===== src/rtl/regfile_pkg.sv =====
// Shared register-file types: address/data widths and the writeback request record
// used by the write-port arbiter and its pending scoreboard.
package regfile_pkg;

  localparam int REG_AW = 5;
  localparam int REG_N  = 32;
  localparam int REG_DW = 32;

  typedef logic [REG_AW-1:0] reg_addr_t;
  typedef logic [REG_DW-1:0] reg_data_t;

  typedef struct packed {
    logic      valid;
    reg_addr_t addr;
    reg_data_t data;
  } wb_req_t;

endpackage


===== src/rtl/regfile_write_arbiter_if.sv =====
// Bus bundle between the two writeback requesters, decode and the register-file write port.
// The arbiter takes the slave view; stimulus/requesters take the master view.
interface regfile_write_arbiter_if
  import regfile_pkg::*;
#(
  parameter int DW = REG_DW
) ();

  logic            req_a;
  reg_addr_t       addr_a;
  logic [DW-1:0]   data_a;
  logic            gnt_a;

  logic            req_b;
  reg_addr_t       addr_b;
  logic [DW-1:0]   data_b;
  logic            gnt_b;

  logic            write_enable;
  reg_addr_t       write_address;
  logic [DW-1:0]   data_in;

  logic            reserve_valid;
  reg_addr_t       reserve_addr;
  reg_addr_t       read_address1;
  reg_addr_t       read_address2;
  logic            stall;

  modport master (
    output req_a, addr_a, data_a,
    input  gnt_a,
    output req_b, addr_b, data_b,
    input  gnt_b,
    input  write_enable, write_address, data_in,
    output reserve_valid, reserve_addr, read_address1, read_address2,
    input  stall
  );

  modport slave (
    input  req_a, addr_a, data_a,
    output gnt_a,
    input  req_b, addr_b, data_b,
    output gnt_b,
    output write_enable, write_address, data_in,
    input  reserve_valid, reserve_addr, read_address1, read_address2,
    output stall
  );

endinterface


===== src/rtl/regfile_scoreboard.sv =====
// Per-register pending bits for read-after-write hazard detection. A reservation and
// a write-back clear landing on the same register in one cycle leave the bit set.
module regfile_scoreboard
  import regfile_pkg::*;
#(
  parameter int NREG = REG_N
) (
  input  logic      clk,
  input  logic      rst,
  input  logic      set_valid,
  input  reg_addr_t set_addr,
  input  logic      clr_valid,
  input  reg_addr_t clr_addr,
  input  reg_addr_t rd_addr1,
  input  reg_addr_t rd_addr2,
  output logic      stall
);

  logic [NREG-1:0] pending_q;
  logic [NREG-1:0] pending_d;
  logic [NREG-1:0] set_mask_s;
  logic [NREG-1:0] clr_mask_s;

  // Clear first, then OR in the set so a same-register collision keeps the bit
  always_comb begin
    set_mask_s = {{(NREG-1){1'b0}}, set_valid} << set_addr;
    clr_mask_s = {{(NREG-1){1'b0}}, clr_valid} << clr_addr;
    pending_d  = (pending_q & ~clr_mask_s) | set_mask_s;
  end

  // Pending state register
  always_ff @(posedge clk or posedge rst) begin
    if (rst) begin
      pending_q <= {NREG{1'b0}};
    end else begin
      pending_q <= pending_d;
    end
  end

  assign stall = pending_q[rd_addr1] | pending_q[rd_addr2];

endmodule


===== src/rtl/regfile_write_arbiter.sv =====
// Round-robin arbiter between ALU (A) and load (B) writeback for the single register-file
// write port, with registered strobes. Define REGFILE_ARB_SCOREBOARD_EN to add the pending scoreboard.
module regfile_write_arbiter
  import regfile_pkg::*;
#(
  parameter int NREG = REG_N,
  parameter int DW   = REG_DW
) (
  input  logic                  clk,
  input  logic                  rst,
  regfile_write_arbiter_if.slave bus
);

  wb_req_t       req_a_s;
  wb_req_t       req_b_s;
  wb_req_t       win_s;
  logic          gnt_a_s;
  logic          gnt_b_s;

  logic          last_b_q;
  logic          last_b_d;
  logic          we_q;
  logic          we_d;
  reg_addr_t     waddr_q;
  reg_addr_t     waddr_d;
  logic [DW-1:0] wdata_q;
  logic [DW-1:0] wdata_d;

  assign req_a_s = '{valid: bus.req_a, addr: bus.addr_a, data: bus.data_a};
  assign req_b_s = '{valid: bus.req_b, addr: bus.addr_b, data: bus.data_b};

  // Round-robin grant: a lone requester wins, on contention the one not served last wins
  always_comb begin
    gnt_a_s = 1'b0;
    gnt_b_s = 1'b0;
    case ({req_a_s.valid, req_b_s.valid})
      2'b10: gnt_a_s = 1'b1;
      2'b01: gnt_b_s = 1'b1;
      2'b11: begin
        gnt_a_s = last_b_q;
        gnt_b_s = ~last_b_q;
      end
      default: begin
        gnt_a_s = 1'b0;
        gnt_b_s = 1'b0;
      end
    endcase
  end

  // Grants are masked during reset so a transfer in flight at reset is dropped
  assign bus.gnt_a = gnt_a_s & ~rst;
  assign bus.gnt_b = gnt_b_s & ~rst;

  // Winner mux and next-state for the write port and priority pointer
  always_comb begin
    win_s = gnt_b_s ? req_b_s : req_a_s;
    we_d  = gnt_a_s | gnt_b_s;
    if (we_d) begin
      waddr_d  = win_s.addr;
      wdata_d  = win_s.data;
      last_b_d = gnt_b_s;
    end else begin
      waddr_d  = waddr_q;
      wdata_d  = wdata_q;
      last_b_d = last_b_q;
    end
  end

  // Write-port strobe and pointer registers; pointer resets to B so A wins first
  always_ff @(posedge clk or posedge rst) begin
    if (rst) begin
      last_b_q <= 1'b1;
      we_q     <= 1'b0;
      waddr_q  <= '0;
      wdata_q  <= '0;
    end else begin
      last_b_q <= last_b_d;
      we_q     <= we_d;
      waddr_q  <= waddr_d;
      wdata_q  <= wdata_d;
    end
  end

  assign bus.write_enable  = we_q;
  assign bus.write_address = waddr_q;
  assign bus.data_in       = wdata_q;

`ifdef REGFILE_ARB_SCOREBOARD_EN
  // The pending bit clears on the same edge the file commits the strobed write
  regfile_scoreboard #(
    .NREG (NREG)
  ) u_scoreboard (
    .clk       (clk),
    .rst       (rst),
    .set_valid (bus.reserve_valid),
    .set_addr  (bus.reserve_addr),
    .clr_valid (we_q),
    .clr_addr  (waddr_q),
    .rd_addr1  (bus.read_address1),
    .rd_addr2  (bus.read_address2),
    .stall     (bus.stall)
  );
`else
  localparam int unused_nreg_p = NREG;
  logic unused_sb_inputs_s;
  assign unused_sb_inputs_s = ^{bus.reserve_valid, bus.reserve_addr,
                                bus.read_address1, bus.read_address2};
  assign bus.stall = 1'b0;
`endif

endmodule


===== src/flat_wrapper.sv =====
// flat-port wrapper written by rule: the top's interface ports become plain ports
module regfile_write_arbiter_flat import regfile_pkg::*;
#(
  parameter int NREG = REG_N,
  parameter int DW   = REG_DW
)
  (clk, rst, bus_req_a, bus_addr_a, bus_data_a, bus_gnt_a, bus_req_b, bus_addr_b, bus_data_b, bus_gnt_b, bus_write_enable, bus_write_address, bus_data_in, bus_reserve_valid, bus_reserve_addr, bus_read_address1, bus_read_address2, bus_stall);
  regfile_write_arbiter_if #(.DW(DW)) bus_i ();
  input  logic clk;
  input  logic rst;
  input wire logic [$bits(bus_i.req_a)-1:0] bus_req_a;
  input wire logic [$bits(bus_i.addr_a)-1:0] bus_addr_a;
  input wire logic [$bits(bus_i.data_a)-1:0] bus_data_a;
  output wire logic [$bits(bus_i.gnt_a)-1:0] bus_gnt_a;
  input wire logic [$bits(bus_i.req_b)-1:0] bus_req_b;
  input wire logic [$bits(bus_i.addr_b)-1:0] bus_addr_b;
  input wire logic [$bits(bus_i.data_b)-1:0] bus_data_b;
  output wire logic [$bits(bus_i.gnt_b)-1:0] bus_gnt_b;
  output wire logic [$bits(bus_i.write_enable)-1:0] bus_write_enable;
  output wire logic [$bits(bus_i.write_address)-1:0] bus_write_address;
  output wire logic [$bits(bus_i.data_in)-1:0] bus_data_in;
  input wire logic [$bits(bus_i.reserve_valid)-1:0] bus_reserve_valid;
  input wire logic [$bits(bus_i.reserve_addr)-1:0] bus_reserve_addr;
  input wire logic [$bits(bus_i.read_address1)-1:0] bus_read_address1;
  input wire logic [$bits(bus_i.read_address2)-1:0] bus_read_address2;
  output wire logic [$bits(bus_i.stall)-1:0] bus_stall;
  assign bus_i.req_a = bus_req_a;
  assign bus_i.addr_a = bus_addr_a;
  assign bus_i.data_a = bus_data_a;
  assign bus_gnt_a = bus_i.gnt_a;
  assign bus_i.req_b = bus_req_b;
  assign bus_i.addr_b = bus_addr_b;
  assign bus_i.data_b = bus_data_b;
  assign bus_gnt_b = bus_i.gnt_b;
  assign bus_write_enable = bus_i.write_enable;
  assign bus_write_address = bus_i.write_address;
  assign bus_data_in = bus_i.data_in;
  assign bus_i.reserve_valid = bus_reserve_valid;
  assign bus_i.reserve_addr = bus_reserve_addr;
  assign bus_i.read_address1 = bus_read_address1;
  assign bus_i.read_address2 = bus_read_address2;
  assign bus_stall = bus_i.stall;
  regfile_write_arbiter #(.NREG(NREG), .DW(DW)) u_core (.clk(clk), .rst(rst), .bus(bus_i));
endmodule

===== config.mk =====
export PLATFORM = sky130hd
export DESIGN_NAME = regfile_write_arbiter_flat
export DESIGN_NICKNAME = d
export VERILOG_FILES = /design/src/rtl/regfile_pkg.sv /design/src/rtl/regfile_write_arbiter_if.sv /design/src/rtl/regfile_scoreboard.sv /design/src/rtl/regfile_write_arbiter.sv /design/src/flat_wrapper.sv
export SDC_FILE = /design/constraint.sdc
export NUM_CORES = 1
export LEC_CHECK = 0
export CORE_UTILIZATION = 25
export CTS_CLUSTER_DIAMETER = 30
export CTS_CLUSTER_SIZE = 24
export DETAILED_ROUTE_END_ITERATION = 7
export GPL_ROUTABILITY_DRIVEN = 1
export RECOVER_POWER = 50
export REMOVE_ABC_BUFFERS = 1
export SETUP_SLACK_MARGIN = 0.1
export SYNTH_ARGS = -nofsm -noshare
export SYNTH_HDL_FRONTEND = slang
export SYNTH_SLANG_ARGS = --single-unit

===== constraint.sdc =====
create_clock -name clk -period 3.5 [get_ports clk]
set_input_delay 0.7 -clock clk [delete_from_list [all_inputs] [get_ports clk]]
set_output_delay 0.7 -clock clk [all_outputs]
set_load 0.03 [all_outputs]

==> results.tsv <==
metric	value	unit
outcome	complete, no violations	
H-tree depth	2	
vias per cell	4.73	
Synth-to-Final Area Change	63.0	%
clock buffer depth	2	
hold_buf cts	0	
CP Data Required Time	2.80	ns
largest family of logic cells by synthesized area	compound AO/OA/AOI/OAI gates	
Leak	1.25	nW
post-route ant nets	0	
core footprint	7810	um2
Final Wtd Congestion	0.637	
Simple-Gate Fraction of Synth Area	19.5	%
Root Driver	clkbuf_8	
Die W	92.2	um
unrepaired setup endpoints after global routing	no	
post-route minimum period	2.91	ns
post-route cell area	3310	um2
largest net degree at the start of global routing	76	
die footprint	8500	um2
Setup-failing EPs final	0	
Post-Synth XOR/XNOR Area	0	%
clk_skew	0.00300	ns
number of hold violations in the final report	0	
share of cells above drive strength 1	4.60	%
synthesized netlist cell count	217	
Worst-Margin Slew	1.12	ns
# diodes	0	
internal power	0.886	mW
clock group share of total power	22.1	%
Post-Synth Adder-Cell Area	0	%
TritonCTS sink count	39	
mean post-synth cell area	9.37	um2
Switching Fraction	33.5	%
HP Class	reg2reg	
Comb pwr share	37.8	%
flops & latches, synth	39	
Psw	0.446	mW
warnings from Yosys	0	
Compound-Gate Fraction of Synth Area	25.9	%
Yosys top cell by area	dfrtp_1	
top-area cell type share of the netlist area	46.8	%
# DRC	0	
CP Max Fanout	40	
area post-placement	3240	um2
Slew HR	25.4	%
multiplexer area fraction after synthesis	0	%
Syn Std Cell Area	2030	um2
Peak VDD IR	222	uV
final worst path period share	83.1	%
Distinct cells, synth	18	
insertion delay to the later sink of the worst-skew pair	0.28	ns
post-cts sizing count	0	
setup TNS	0	ns
TritonCTS clock tree	yes	
Num CTS Buffers	5	
DRT iter0 DRCs	60	
vias in the first global route	2046	
clock-pin slew on the worst setup and hold paths	0.07	ns
first-pass GRT wire length	9.78	mm
setup bufs post-CTS	0	
initial core utilization	26.0	%
Global Route Usage Sum	14.5	%
pwr dens	402	nW/um2
DR pass1 iterations	4	
Die Span Y	92.2	um
number of max-cap violations	0	
DR vias	2026	
critical path data arrival time	2.21	ns
max frequency	344	MHz
final layout net count	419	
Detailed Route WL	5.98	mm
antenna violations before repair	0	
WL per Instance	14.0	um
WS Path Type	in2out	
sequential share of power	40.2	%
total global routing overflow	0	
Slew Limit Fails	0	
Port Buffers	117	
row count	32	
startpoint types	primary input	
Ports	135	
Synth area leaders	dfrtp_1, a211oi_1, nor2b_1, o22ai_1, nor2_1	
crit end category	output pin	
sequential fraction of the synthesis area	48.1	%
post-DP HPWL	3.88	mm
[final cells by class]
class | instances | area [um2]
fillers | 796 | 4490
repair buffers | 122 | 1200
flip-flops and latches | 39 | 977
multi-input cells | 156 | 927
well taps | 102 | 128
clock buffers | 7 | 76.3
clock inverters | 1 | 5.00
inverters | 1 | 3.75
[layer usage]
| metal | track usage (%) | part of all wire [%] | vias to the layer above |
|---|---|---|---|
| met5 | 0 | 0 | - |
| met4 | 3.13 | 0.48 | 0 |
| met3 | 4.23 | 7.7 | 4 |
| met2 | 25.2 | 47 | 78 |
| met1 | 17.6 | 45 | 938 |
| li1 | - | - | 1006 |
[state kept, by name (all words and copies together), names as in the netlist]
register,count
u_core.last_b_q,1
u_core.bus.write_enable,1
u_core.bus.data_in,32
u_core.bus.write_address,5
[cells by family after synthesis]
kind of cell	count (synthesis)
compound gates	76
buf+inv	22
flops	39
other cells	1
simple gates	79
[cell usage after synthesis (all sizes together)]
cell type,number
clkbuf,3
a211oi,37
or2,1
and3,1
buf,18
o22ai,37
a21bo,1
conb,1
nor2b,37
nor2,38
o21a,1
nand2,1
inv,1
nand2b,1
dfstp,1
dfrtp,38
[placed cells by master, fill, tap and decap left out, drive strengths merged]
cell and n:
clkdlybuf4s50 96, nor2 38, dfrtp 38, nor2b 37, a211oi 37, o22ai 37
dlygate4sd3 19, clkbuf 8, buf 6, clkinv 2, or2 1, nand2 1
a21bo 1, nand2b 1, and3 1, o21a 1, conb 1, dfstp 1
[path summary, 6_finish.rpt]
check | start | endpoint | slack, ns | depth (start not counted)
max in group asynchronous | rst | u_core.last_b_q$_DFFE_PP1P_ | 2.12 | 3
min in group asynchronous | rst | u_core.bus.data_in[0]$_DFFE_PP0P_ | 1.02 | 3
max | bus_req_b | bus_gnt_b | 0.59 | 5
min | u_core.last_b_q$_DFFE_PP1P_ | u_core.last_b_q$_DFFE_PP1P_ | 0.54 | 1
max reg2reg | u_core.last_b_q$_DFFE_PP1P_ | u_core.bus.data_in[13]$_DFFE_PP0P_ | 1.36 | 4
min reg2reg | u_core.last_b_q$_DFFE_PP1P_ | u_core.last_b_q$_DFFE_PP1P_ | 0.54 | 1
[power groups by stage]
stage          Sequential [mW]  Clock, mW  Combinational [mW]
2_1_floorplan            0.659          0               0.134
3_3_place_gp             0.544          0               0.517
3_5_place_dp             0.544          0               0.519
4_1_cts                  0.536      0.311               0.521
5_1_grt                  0.543      0.326               0.542
6_report                 0.535      0.294               0.503
[metrics by stage]
step	hold slack [ns]	power (mW)	std cells	utilization [%]	worst slack [ns]
after floorplan	0.519	0.793	196	-	0.800
after global placement	0.525	1.06	420	41.5	0.577
after detailed placement	0.529	1.06	420	41.5	0.579
after CTS	0.540	1.37	428	42.5	0.566
after global routing	0.562	1.41	428	42.5	0.523
final	0.542	1.33	428	42.5	0.591
[worst max-delay path: stages]
cell             delay [ns]
clkdlybuf4s50_1        0.49
buf_4                  0.42
a21bo_2                0.29
nor2_1                 0.12
buf_4                  0.18
No activity file was read; power rests on OpenSTA's default activity.
==> variant: new RTL, config.mk and constraints unchanged <==
The package constant `REG_AW` goes from 5 to 6.
--- a/src/rtl/regfile_pkg.sv
+++ b/src/rtl/regfile_pkg.sv
@@ -2,7 +2,7 @@
 // used by the write-port arbiter and its pending scoreboard.
 package regfile_pkg;
 
-  localparam int REG_AW = 5;
+  localparam int REG_AW = 6;
   localparam int REG_N  = 32;
   localparam int REG_DW = 32;
 
Ports: changed (6 resized); port bits go from 135 to 141. The function was not compared with the original's and may differ.
==> variant against the unedited design <==
- the run now ends with capacitance limit, slew limit left
- area after synthesis up 5.2%
- sequential cell count increased by 1
- wire length increased by 6.6%
- final area increased by 4.4%
- setup slack got worse by 8.3 ps
- global-route usage barely moved
- critical path depth down 1
- power up 5.6%
- critical path type unchanged
- critical endpoint unchanged
- largest cell class unchanged
- highest routed layer unchanged
==> variant: results (changes against the unedited design) <==
grt_pass1_wl_mm: 10.14  # +3.7%
grt_usage: 0.1453  # +0.0004980
areaGrowthSynthToFinish_pct: 61.70
critPathMaxStageDelay_ps: 670  # +180 ps
violations: "capacitance limit, slew limit"
p_leak_nw: 1.288  # +3.4%
grt_max_degree: 77  # +1.3%
cp_max_fo: 12  # -70%
finClkSkew_ps: 7.171  # +4.171 ps
status: "finished with violations"
grt_pass1_vias: 2096  # +2.4%
synth_seq_area_share: 0.4684  # -0.01219
wire_per_inst_um: 14.52  # +3.9%
cap_viol_max_count: 1  # +1
synth.cells.most_frequent: "dfrtp_1, nor2_1, a211oi_1, nor2b_1, o22ai_1"
syn_area_per_cell_um2: 9.552  # +1.9%
final_nets: 432  # +3.1%
placed_cell_area_um2: 3376  # +4.3%
dp_hpwl_mm: 4.047  # +4.3%
drive_gt1_frac: 0.06886  # +0.02285
ir_drop_v: 0.0001595  # -28%
dp_cells: 431  # +2.6%
multi_input_area_um2: 1010  # +8.9%
multi_input_area_share: 0.2919  # +0.01213
utilization: 0.4189  # -0.005580
wl_met2_mm: 2.989  # +5.6%
clkbuf_count: 8  # +1
buffer_area_frac: 0.3533  # -0.007924
dr_wl_met3_um: 456  # -0.87%
vias_per_cell: 4.749  # +0.33%
yosysUniqueCellTypes: 19  # +1
gp_congestion: 0.6628  # +4.0%
final_max_slew_viol_count: 40  # +40
wl_mm: 6.376  # +6.6%
io_buffers: 120  # +2.6%
place_ws_ps: 803.2  # +224.3 ps
fill_cells: 841  # +5.7%
buffers: 125  # +2.5%
## variant: cell families (layout without fill, tap and decap cells)
kind of cell | after synthesis | count (layout) | synth area share
simple gates | 81 | 81 | 0.1901
buf+inv | 24 | 134 | 0.06082
flops | 40 | 40 | 0.4684
compound gates | 78 | 78 | 0.2789
other cells | 1 | 1 | 0.001753
## variant: worst paths after layout
path | to | slack (ps) | cells after the start
max | bus_gnt_b | 580 | 4
min | u_core.last_b_q$_DFFE_PP1P_ | 550 | 1
max reg2reg | u_core.bus.data_in[31]$_DFFE_PP0P_ | 1050 | 4
min reg2reg | u_core.last_b_q$_DFFE_PP1P_ | 550 | 1
max in group asynchronous | u_core.last_b_q$_DFFE_PP1P_ | 2110 | 3
min in group asynchronous | u_core.bus.write_address[0]$_DFFE_PP0P_ | 1030 | 3
## variant: where the power goes
part / internal [mW] / switching [mW]
registers: 0.523 / 0.0285
clock network: 0.161 / 0.157
logic: 0.258 / 0.279
